[config.mk]
export PLATFORM = sky130hd
export DESIGN_NAME = sdf_delay_buffer
export DESIGN_NICKNAME = d
export VERILOG_FILES = /design/src/rtl/fft_pkg.sv /design/src/rtl/sdf_delay_buffer_ram.sv /design/src/rtl/sdf_delay_buffer.sv
export SDC_FILE = /design/constraint.sdc
export NUM_CORES = 1
export LEC_CHECK = 0
export ABC_AREA = 1
export CAP_MARGIN = 20
export CORE_UTILIZATION = 34
export DETAILED_ROUTE_END_ITERATION = 6
export DONT_BUFFER_PORTS = 1
export PLACE_DENSITY = 0.47
export SKIP_CTS_REPAIR_TIMING = 1
export SLEW_MARGIN = 0
export SYNTH_ARGS = -nofsm -noshare
export SYNTH_HDL_FRONTEND = slang
export SYNTH_HIERARCHICAL = 1
export SYNTH_SLANG_ARGS = --single-unit
[constraint.sdc]
create_clock -name clk -period 6.9 [get_ports clk]
set_input_delay 1.725 -clock clk [delete_from_list [all_inputs] [get_ports clk]]
set_output_delay 1.725 -clock clk [all_outputs]
set_load 0.03 [all_outputs]
[src/rtl/fft_pkg.sv]
// Shared FFT definitions: fill-mode constants, complex sample layout and a
// constant-evaluable clog2 used to size pointers and counters.
package fft_pkg;

    localparam int FILL_SUPPRESS = 0;
    localparam int FILL_ZERO     = 1;

    // Default-width complex sample; real part occupies the MSBs.
    localparam int CPLX_W = 16;
    typedef struct packed {
        logic signed [CPLX_W-1:0] re;
        logic signed [CPLX_W-1:0] im;
    } cplx_t;

    function automatic int clog2(input int value);
        int r;
        r = 0;
        for (int i = 0; i < 31; i++) begin
            if ((1 << i) < value) r = i + 1;
        end
        return r;
    endfunction

endpackage

[src/rtl/sdf_delay_buffer_ram.sv]
// Simple-dual-port RAM with a shared address, read-first behaviour and a
// registered read port; no reset so it maps onto block or distributed RAM.
module sdp_ram_rf #(
    parameter int ADDR_W = 5,
    parameter int DATA_W = 32
) (
    input  logic              clk,
    input  logic              we,
    input  logic [ADDR_W-1:0] addr,
    input  logic [DATA_W-1:0] wdata,
    output logic [DATA_W-1:0] rdata
);

    logic [DATA_W-1:0] mem [0:(1<<ADDR_W)-1];

    always_ff @(posedge clk) begin
        if (we) begin
            rdata     <= mem[addr];
            mem[addr] <= wdata;
        end
    end

endmodule

[src/rtl/sdf_delay_buffer.sv]
// Valid-qualified complex delay line for SDF FFT feedback paths: a circular
// buffer in one RAM that only advances on accepted samples.
module sdf_delay_buffer
    import fft_pkg::*;
#(
    parameter int DEPTH     = 32,
    parameter int WIDTH     = 16,
    parameter int FILL_MODE = 0
) (
    input  logic                    clk,
    input  logic                    rst_n,
    input  logic                    clr,
    input  logic                    in_valid,
    input  logic signed [WIDTH-1:0] in_re,
    input  logic signed [WIDTH-1:0] in_im,
    output logic                    out_valid,
    output logic signed [WIDTH-1:0] out_re,
    output logic signed [WIDTH-1:0] out_im
);

    localparam int ADDR_W = (clog2(DEPTH) < 1) ? 1 : clog2(DEPTH);
    localparam int CNT_W  = clog2(DEPTH + 1);

    if (DEPTH < 1 || WIDTH < 1) begin : g_bad_param
        $fatal(1, "sdf_delay_buffer: DEPTH and WIDTH must both be at least 1");
    end

    typedef struct packed {
        logic signed [WIDTH-1:0] re;
        logic signed [WIDTH-1:0] im;
    } sample_t;

    logic [ADDR_W-1:0]       wr_ptr_q, wr_ptr_d;
    logic [CNT_W-1:0]        fill_cnt_q, fill_cnt_d;
    logic                    vld_p0_q, vld_p0_d;
    logic                    zero_p0_q, zero_p0_d;
    logic                    out_valid_q, out_valid_d;
    logic signed [WIDTH-1:0] out_re_q, out_re_d;
    logic signed [WIDTH-1:0] out_im_q, out_im_d;

    logic    accept;
    logic    filled;
    sample_t wr_s;
    sample_t rd_s;

    assign accept = in_valid & ~clr;
    assign filled = (fill_cnt_q == CNT_W'(DEPTH));
    assign wr_s   = '{re: in_re, im: in_im};

    sdp_ram_rf #(
        .ADDR_W(ADDR_W),
        .DATA_W(2 * WIDTH)
    ) u_ram (
        .clk  (clk),
        .we   (accept),
        .addr (wr_ptr_q),
        .wdata(wr_s),
        .rdata(rd_s)
    );

    always_comb begin
        wr_ptr_d    = wr_ptr_q;
        fill_cnt_d  = fill_cnt_q;
        vld_p0_d    = 1'b0;
        zero_p0_d   = zero_p0_q;
        out_valid_d = 1'b0;
        out_re_d    = out_re_q;
        out_im_d    = out_im_q;

        if (clr) begin
            wr_ptr_d   = '0;
            fill_cnt_d = '0;
            zero_p0_d  = 1'b0;
            out_re_d   = '0;
            out_im_d   = '0;
        end else begin
            // Stage p0: RAM read issued on the accept edge
            if (in_valid) begin
                wr_ptr_d  = (wr_ptr_q == ADDR_W'(DEPTH - 1)) ? '0 : wr_ptr_q + ADDR_W'(1);
                vld_p0_d  = (FILL_MODE == FILL_ZERO) || filled;
                zero_p0_d = ~filled;
                if (!filled) fill_cnt_d = fill_cnt_q + CNT_W'(1);
            end
            // Stage p1: output registers load from the RAM read port
            out_valid_d = vld_p0_q;
            if (vld_p0_q) begin
                out_re_d = zero_p0_q ? '0 : rd_s.re;
                out_im_d = zero_p0_q ? '0 : rd_s.im;
            end
        end
    end

    always_ff @(posedge clk or negedge rst_n) begin
        if (!rst_n) begin
            wr_ptr_q    <= '0;
            fill_cnt_q  <= '0;
            vld_p0_q    <= 1'b0;
            zero_p0_q   <= 1'b0;
            out_valid_q <= 1'b0;
            out_re_q    <= '0;
            out_im_q    <= '0;
        end else begin
            wr_ptr_q    <= wr_ptr_d;
            fill_cnt_q  <= fill_cnt_d;
            vld_p0_q    <= vld_p0_d;
            zero_p0_q   <= zero_p0_d;
            out_valid_q <= out_valid_d;
            out_re_q    <= out_re_d;
            out_im_q    <= out_im_d;
        end
    end

    assign out_valid = out_valid_q;
    assign out_re    = out_re_q;
    assign out_im    = out_im_q;

endmodule

After elaboration in Yosys (flattened, before gate mapping)
Memories as Yosys holds them, arrays and structs flattened. A register that Yosys moved wholly into a read port is not among the register bits.
Index checks and enable logic that the tools add are counted.
- memories kept: 1
- memory bits (writable): 1024
- input bits: 36
- output and inout bits: 33
- register bits after elaboration: 46
- memory list (name ; words ; width ; rd ports ; clocked after Yosys merged registers in ; write ports ; line ; text):
    u_ram.mem ; 32 ; 32 ; 1 ; 1 ; 1 ; sdf_delay_buffer_ram.sv:14 ; logic [DATA_W-1:0] mem [0:(1<<ADDR_W)-1];
- add/sub/neg operators: 2
- reduce and logical (&&, ||, !) cells: 3
- equal/unequal tests: 3
- bitwise operators: 3
- muxes and demuxes: 19
- operators by type and width (kind ; count):
    two-way mux 16 bit ; 6
    two-way mux 6 bit ; 3
    two-way mux 5 bit ; 3
    two-way mux 1 bit ; 7
    adder 6 x 1 -> 6 bit, second input constant ; 1
    == test 6 bit, second input constant ; 1
    adder 5 x 1 -> 5 bit, second input constant ; 1
    == test 5 bit, second input constant ; 1
    nonzero test 2 bit ; 2
    != test 2 bit, second input constant ; 1
    inverter 1 bit ; 2
    AND reduction 2 bit ; 1
    bitwise AND 1 bit ; 1

Longest topological paths before layout
- depth after elaboration: 4
- gate-level depth with buffers: 11

Cells and area by module
Netlist, hierarchy kept.
- by module, submodules not included (module ; instances ; cells each ; area each (um2) ; sequential area each (um2)):
    sdp_ram_rf ; 1 ; 4091 ; 43236.5 ; 31710.4
    sdf_delay_buffer ; 1 ; 224 ; 2155.8 ; 1151.1

Worst setup path after synthesis
Ideal clock, no wire load.
- kind: input port to flip-flop
- start point: in clr
- end point: mem u_ram.mem[0][0] (enable)
- data arrival time: 4407 ps
- stages: 5
- buffers on the path: 0
- slack: 2072 ps
- path through: inv_2 nand2_2 inv_1 nand3_1 nor2_1
- longest elaborated chain between the ends: 4
- RTL lines (element ; line ; text):
    start, declared ; sdf_delay_buffer.sv:12 ; input logic clr,
    inverter 1 bit ; sdf_delay_buffer.sv:46 ; assign accept = in_valid & ~clr;
    bitwise AND 1 bit ; sdf_delay_buffer.sv:46 ;
    via accept ; sdf_delay_buffer.sv:41 ; logic accept;
    two-way mux 1 bit ; sdf_delay_buffer_ram.sv:17 ; if (we) begin
    two-way mux 1 bit (not written as such) ; sdf_delay_buffer_ram.sv:19 ; mem[addr] <= wdata;
    end, declared ; sdf_delay_buffer_ram.sv:14 ;
The timed path passes the listed nets, and every way through them passes these cells.

Final worst setup path
- start point: in clr
- end point: mem u_ram.mem[7][18] (enable)
Same word-level chain as after synthesis.

==> metrics.md <==
| Metric | Value |
|---|---|
| CP required | `7.29 ns` |
| # IOs | `69` |
| Max-Cap Viols | `0` |
| Power per cell area | `280.6 mW/mm^2` |
| Final Skew | `0.02894 ns` |
| Yosys warnings | `6` |
| Fillers | `12760` |
| Initial antenna violation count | `4` |
| Area share of the largest cell type after synthesis | `69.86%` |
| Crit path launch type | `primary input` |
| CTS tree | `built` |
| Fin Hold WS | `0.4857 ns` |
| Met1 usage | `27.13%` |
| Core Region | `0.1320 sq mm` |
| Clock Latency Late Sink | `0.73 ns` |
| Die Y | `367.4 um` |
| Clk sink count | `1102` |
| Number of cell rows | `133` |
| Cells after synthesis | `4315` |
| Cell mode on critical path | `inv_2` |
| Die area | `0.1350 sq mm` |
| Fin nets | `4344` |
| DR WL/cell | `21.32 um` |
| Sequential element share of the synthesized area | `72.39%` |
| Initial core utilization | `34.40%` |
| Die outline width | `367.4 um` |
| Critical path type | `in2reg` |
| R2R Path End | `u_ram/rdata[26]` |
| Met3 Usage GRT | `2.905%` |
| Final wirelength | `131.3 mm` |
| Met2 GRT Util | `31.42%` |
| Rel. slew slack | `32.25%` |
| RSZ-0062 raised after global routing | `false` |
| Clock buffer depth | `3` |
| HPWL Detailed | `73.08 mm` |
| Synth area leader | `edfxtp_1` |
| Drt initial violations | `2179` |
| Largest net degree at the start of global routing | `153` |
| Vias in the first global route | `28230` |
| TritonCTS buffer count | `118` |
| Antenna Nets Post-Route | `0` |
| CTS clock-pin slew for the worst setup and hold paths | `0.06 ns` |
| Avg Inst Size Synth | `10.52 sq um` |
| Period utilization | `60.49%` |
| Reg-to-reg setup timing slack | `3.32 ns` |
| CP max stage delay | `1.03 ns` |
| H-tree depth | `3` |
| Class of the worst hold path | `reg2reg` |
| Drt pass-1 iters | `5` |
| # port buffers | `0` |
| CP max FO | `21` |
| Final setup violation count | `0` |
| Largest cells by area after synthesis | `edfxtp_1 70%, nand2_1 23%, dfrtp_1 2.5%, clkbuf_1 0.98%, nor2_1 0.84%` |
| First-pass GRT wire length | `193.0 mm` |
| Worst r2r src | `wr_ptr_q[0]` |
| Vias | `29040` |
| Global route overflow | `0` |
| Crit. End Element | `flop` |
| Worst Hold End | `out_im[13]` |
| Crit-path cells | `inv_2 > nand2_2 > inv_2 > nand3_1 > nor2_4 > buf_4` |
| Slowest-stage cell, CP | `nor2_4` |
| Status | `completed` |
| Routed vias/inst | `4.717` |
| Critical Path AT | `4.56 ns` |
| Share of cells above drive strength 1 | `7.318%` |
| Mapped cell area | `0.04539 sq mm` |
| Worst Hold Launch | `u_ram/rdata[13]` |
| Worst Hold Depth | `2` |
| Worst-margin pin slew | `1.014 ns` |
| Final Util | `39.00%` |
| Worst path buffer plus inverter count | `3` |
| Final Hold Violating Endpoints | `0` |
| Gpl congestion | `0.7640` |
| Post-layout min period | `4.174 ns` |
| GRT busiest layer | `met2` |
| CTS Root Cell | `clkbuf_16` |
| CP delay by family, top | `simple AND/OR/NAND/NOR gates` |
| Flops & latches, synth | `1102` |
| Synthesis-to-finish area growth | `13.37%` |
| Syn nets | `4355` |
| # DRC | `0` |
| Worst Reg2Reg Path Length in Cells | `10` |
| Maximum vdd ir drop | `0.0001928 V` |
| LEAKAGE | `0.02070 uW` |
| TNS Setup | `0 ns` |
| FMAX | `239.6 MHz` |
| Yosys cell types | `28` |
| Max-slew violations | `0` |
| Aggregate global-route resource usage | `19.40%` |
## per-stage QoR
stage / instance area (sq um) / total power, uW / setup slack, ns / cells
2_1_floorplan: 45390 / 8074 / 2.072 / 4315
3_3_place_gp: 47590 / 8347 / 2.058 / 5935
3_5_place_dp: 47630 / 8345 / 2.021 / 5937
4_1_cts: 51410 / 14600 / 2.787 / 6153
5_1_grt: 51460 / 14930 / 2.672 / 6155
6_report: 51460 / 14440 / 2.726 / 6156
## logic make-up after synthesis
family / Yosys count / synth area share, %
xor+xnor: 5 / 0.09647
fa+ha+maj: 4 / 0.1103
flops: 1102 / 72.39
simple gates: 2903 / 24.27
compound gates: 39 / 0.6974
buf+inv: 262 / 2.434
## layout make-up
cell class	instances	area (sq um)	share of cell area, %
sequential	1102	32870	63.87
clock buffer	149	3216	6.248
tap	1755	2196	4.267
clock inverter	67	566.8	1.101
timing repair buffer	72	660.6	1.284
inverter	59	236.5	0.4595
antenna	1	2.502	0.004863
multi-input combinational	2951	11720	22.76
## tightest hold or removal path: stages (launching register included)
cell and delay [ns]:
edfxtp_1 0.32, nand3_1 0.09, o21ai_2 0.06
## worst max-delay path by stage
| stage | cells after the start | to | startpoint | slack [ns] |
|---|---|---|---|---|
| floorplan | 5 | u_ram/mem[0][0] | clr | 2.07 |
| global placement | 6 | u_ram/mem[7][15] | clr | 2.06 |
| detailed placement | 6 | u_ram/mem[7][26] | clr | 2.02 |
| CTS | 6 | u_ram/mem[7][18] | clr | 2.79 |
| global route | 6 | u_ram/mem[7][17] | clr | 2.67 |
| finish | 6 | u_ram/mem[7][18] | clr | 2.73 |
## metal layers
layer | share of wire [%] | wire, um
met1 | 46 | 60370
met3 | 4.8 | 6355
met5 | 0 | 0
met2 | 47 | 61370
met4 | 2.4 | 3166
## layout by cell type, fill, tap and decap left out, types with 4 or more instances in the layout
cell / synthesis / final
buf_4: 3 / 63
bufinv_16: 0 / 9
inv_1: 51 / 50
clkbuf_16: 0 / 123
o21ai_1: 4 / 4
clkinv_2: 0 / 18
buf_12: 0 / 8
nor2_1: 102 / 70
edfxtp_1: 1056 / 1056
clkinvlp_4: 0 / 5
inv_2: 7 / 7
nor3_4: 0 / 7
nor2_4: 1 / 33
ha_1: 4 / 4
nand3_1: 41 / 41
clkbuf_1: 118 / 22
dfrtp_1: 46 / 44
clkinv_1: 1 / 30
xor2_1: 4 / 4
o21ai_2: 30 / 30
clkbuf_8: 0 / 4
nand2_1: 2746 / 2746
## report_power, final
| group | switching (uW) | internal, uW |
|---|---|---|
| clock | 2640 | 3600 |
| combinational | 596 | 199 |
| sequential | 27.3 | 7370 |
| total | 3270 | 11200 |
## state kept, by name, indices dropped and copies added, names as in the netlist
| name | flops |
|---|---|
| u_ram/mem | 1024 |
| u_ram/rdata | 32 |
| out_im | 16 |
| out_re | 16 |
| fill_cnt_q | 6 |
| wr_ptr_q | 5 |
| out_valid | 1 |
| vld_p0_q | 1 |
| zero_p0_q | 1 |
## synthesized netlist by cell type
cell type and instances:
dfrtp_1 46, nand2_1 2746, nor2_4 1, inv_2 7
o21ai_2 30, nor2_1 102, o21ai_0 2, edfxtp_1 1056
o21ai_1 4, clkbuf_1 118, nor2_2 1, inv_1 51
xor2_1 4, or2_4 1, nor3_2 7, nand4_1 1
buf_6 3, buf_1 9, nand3_1 41, nor3_1 1
xnor2_1 1, buf_4 3, buf_2 70, o22ai_1 1
a22o_1 2, nand2_2 2, ha_1 4, clkinv_1 1
Power figures use the tool's default switching activity.
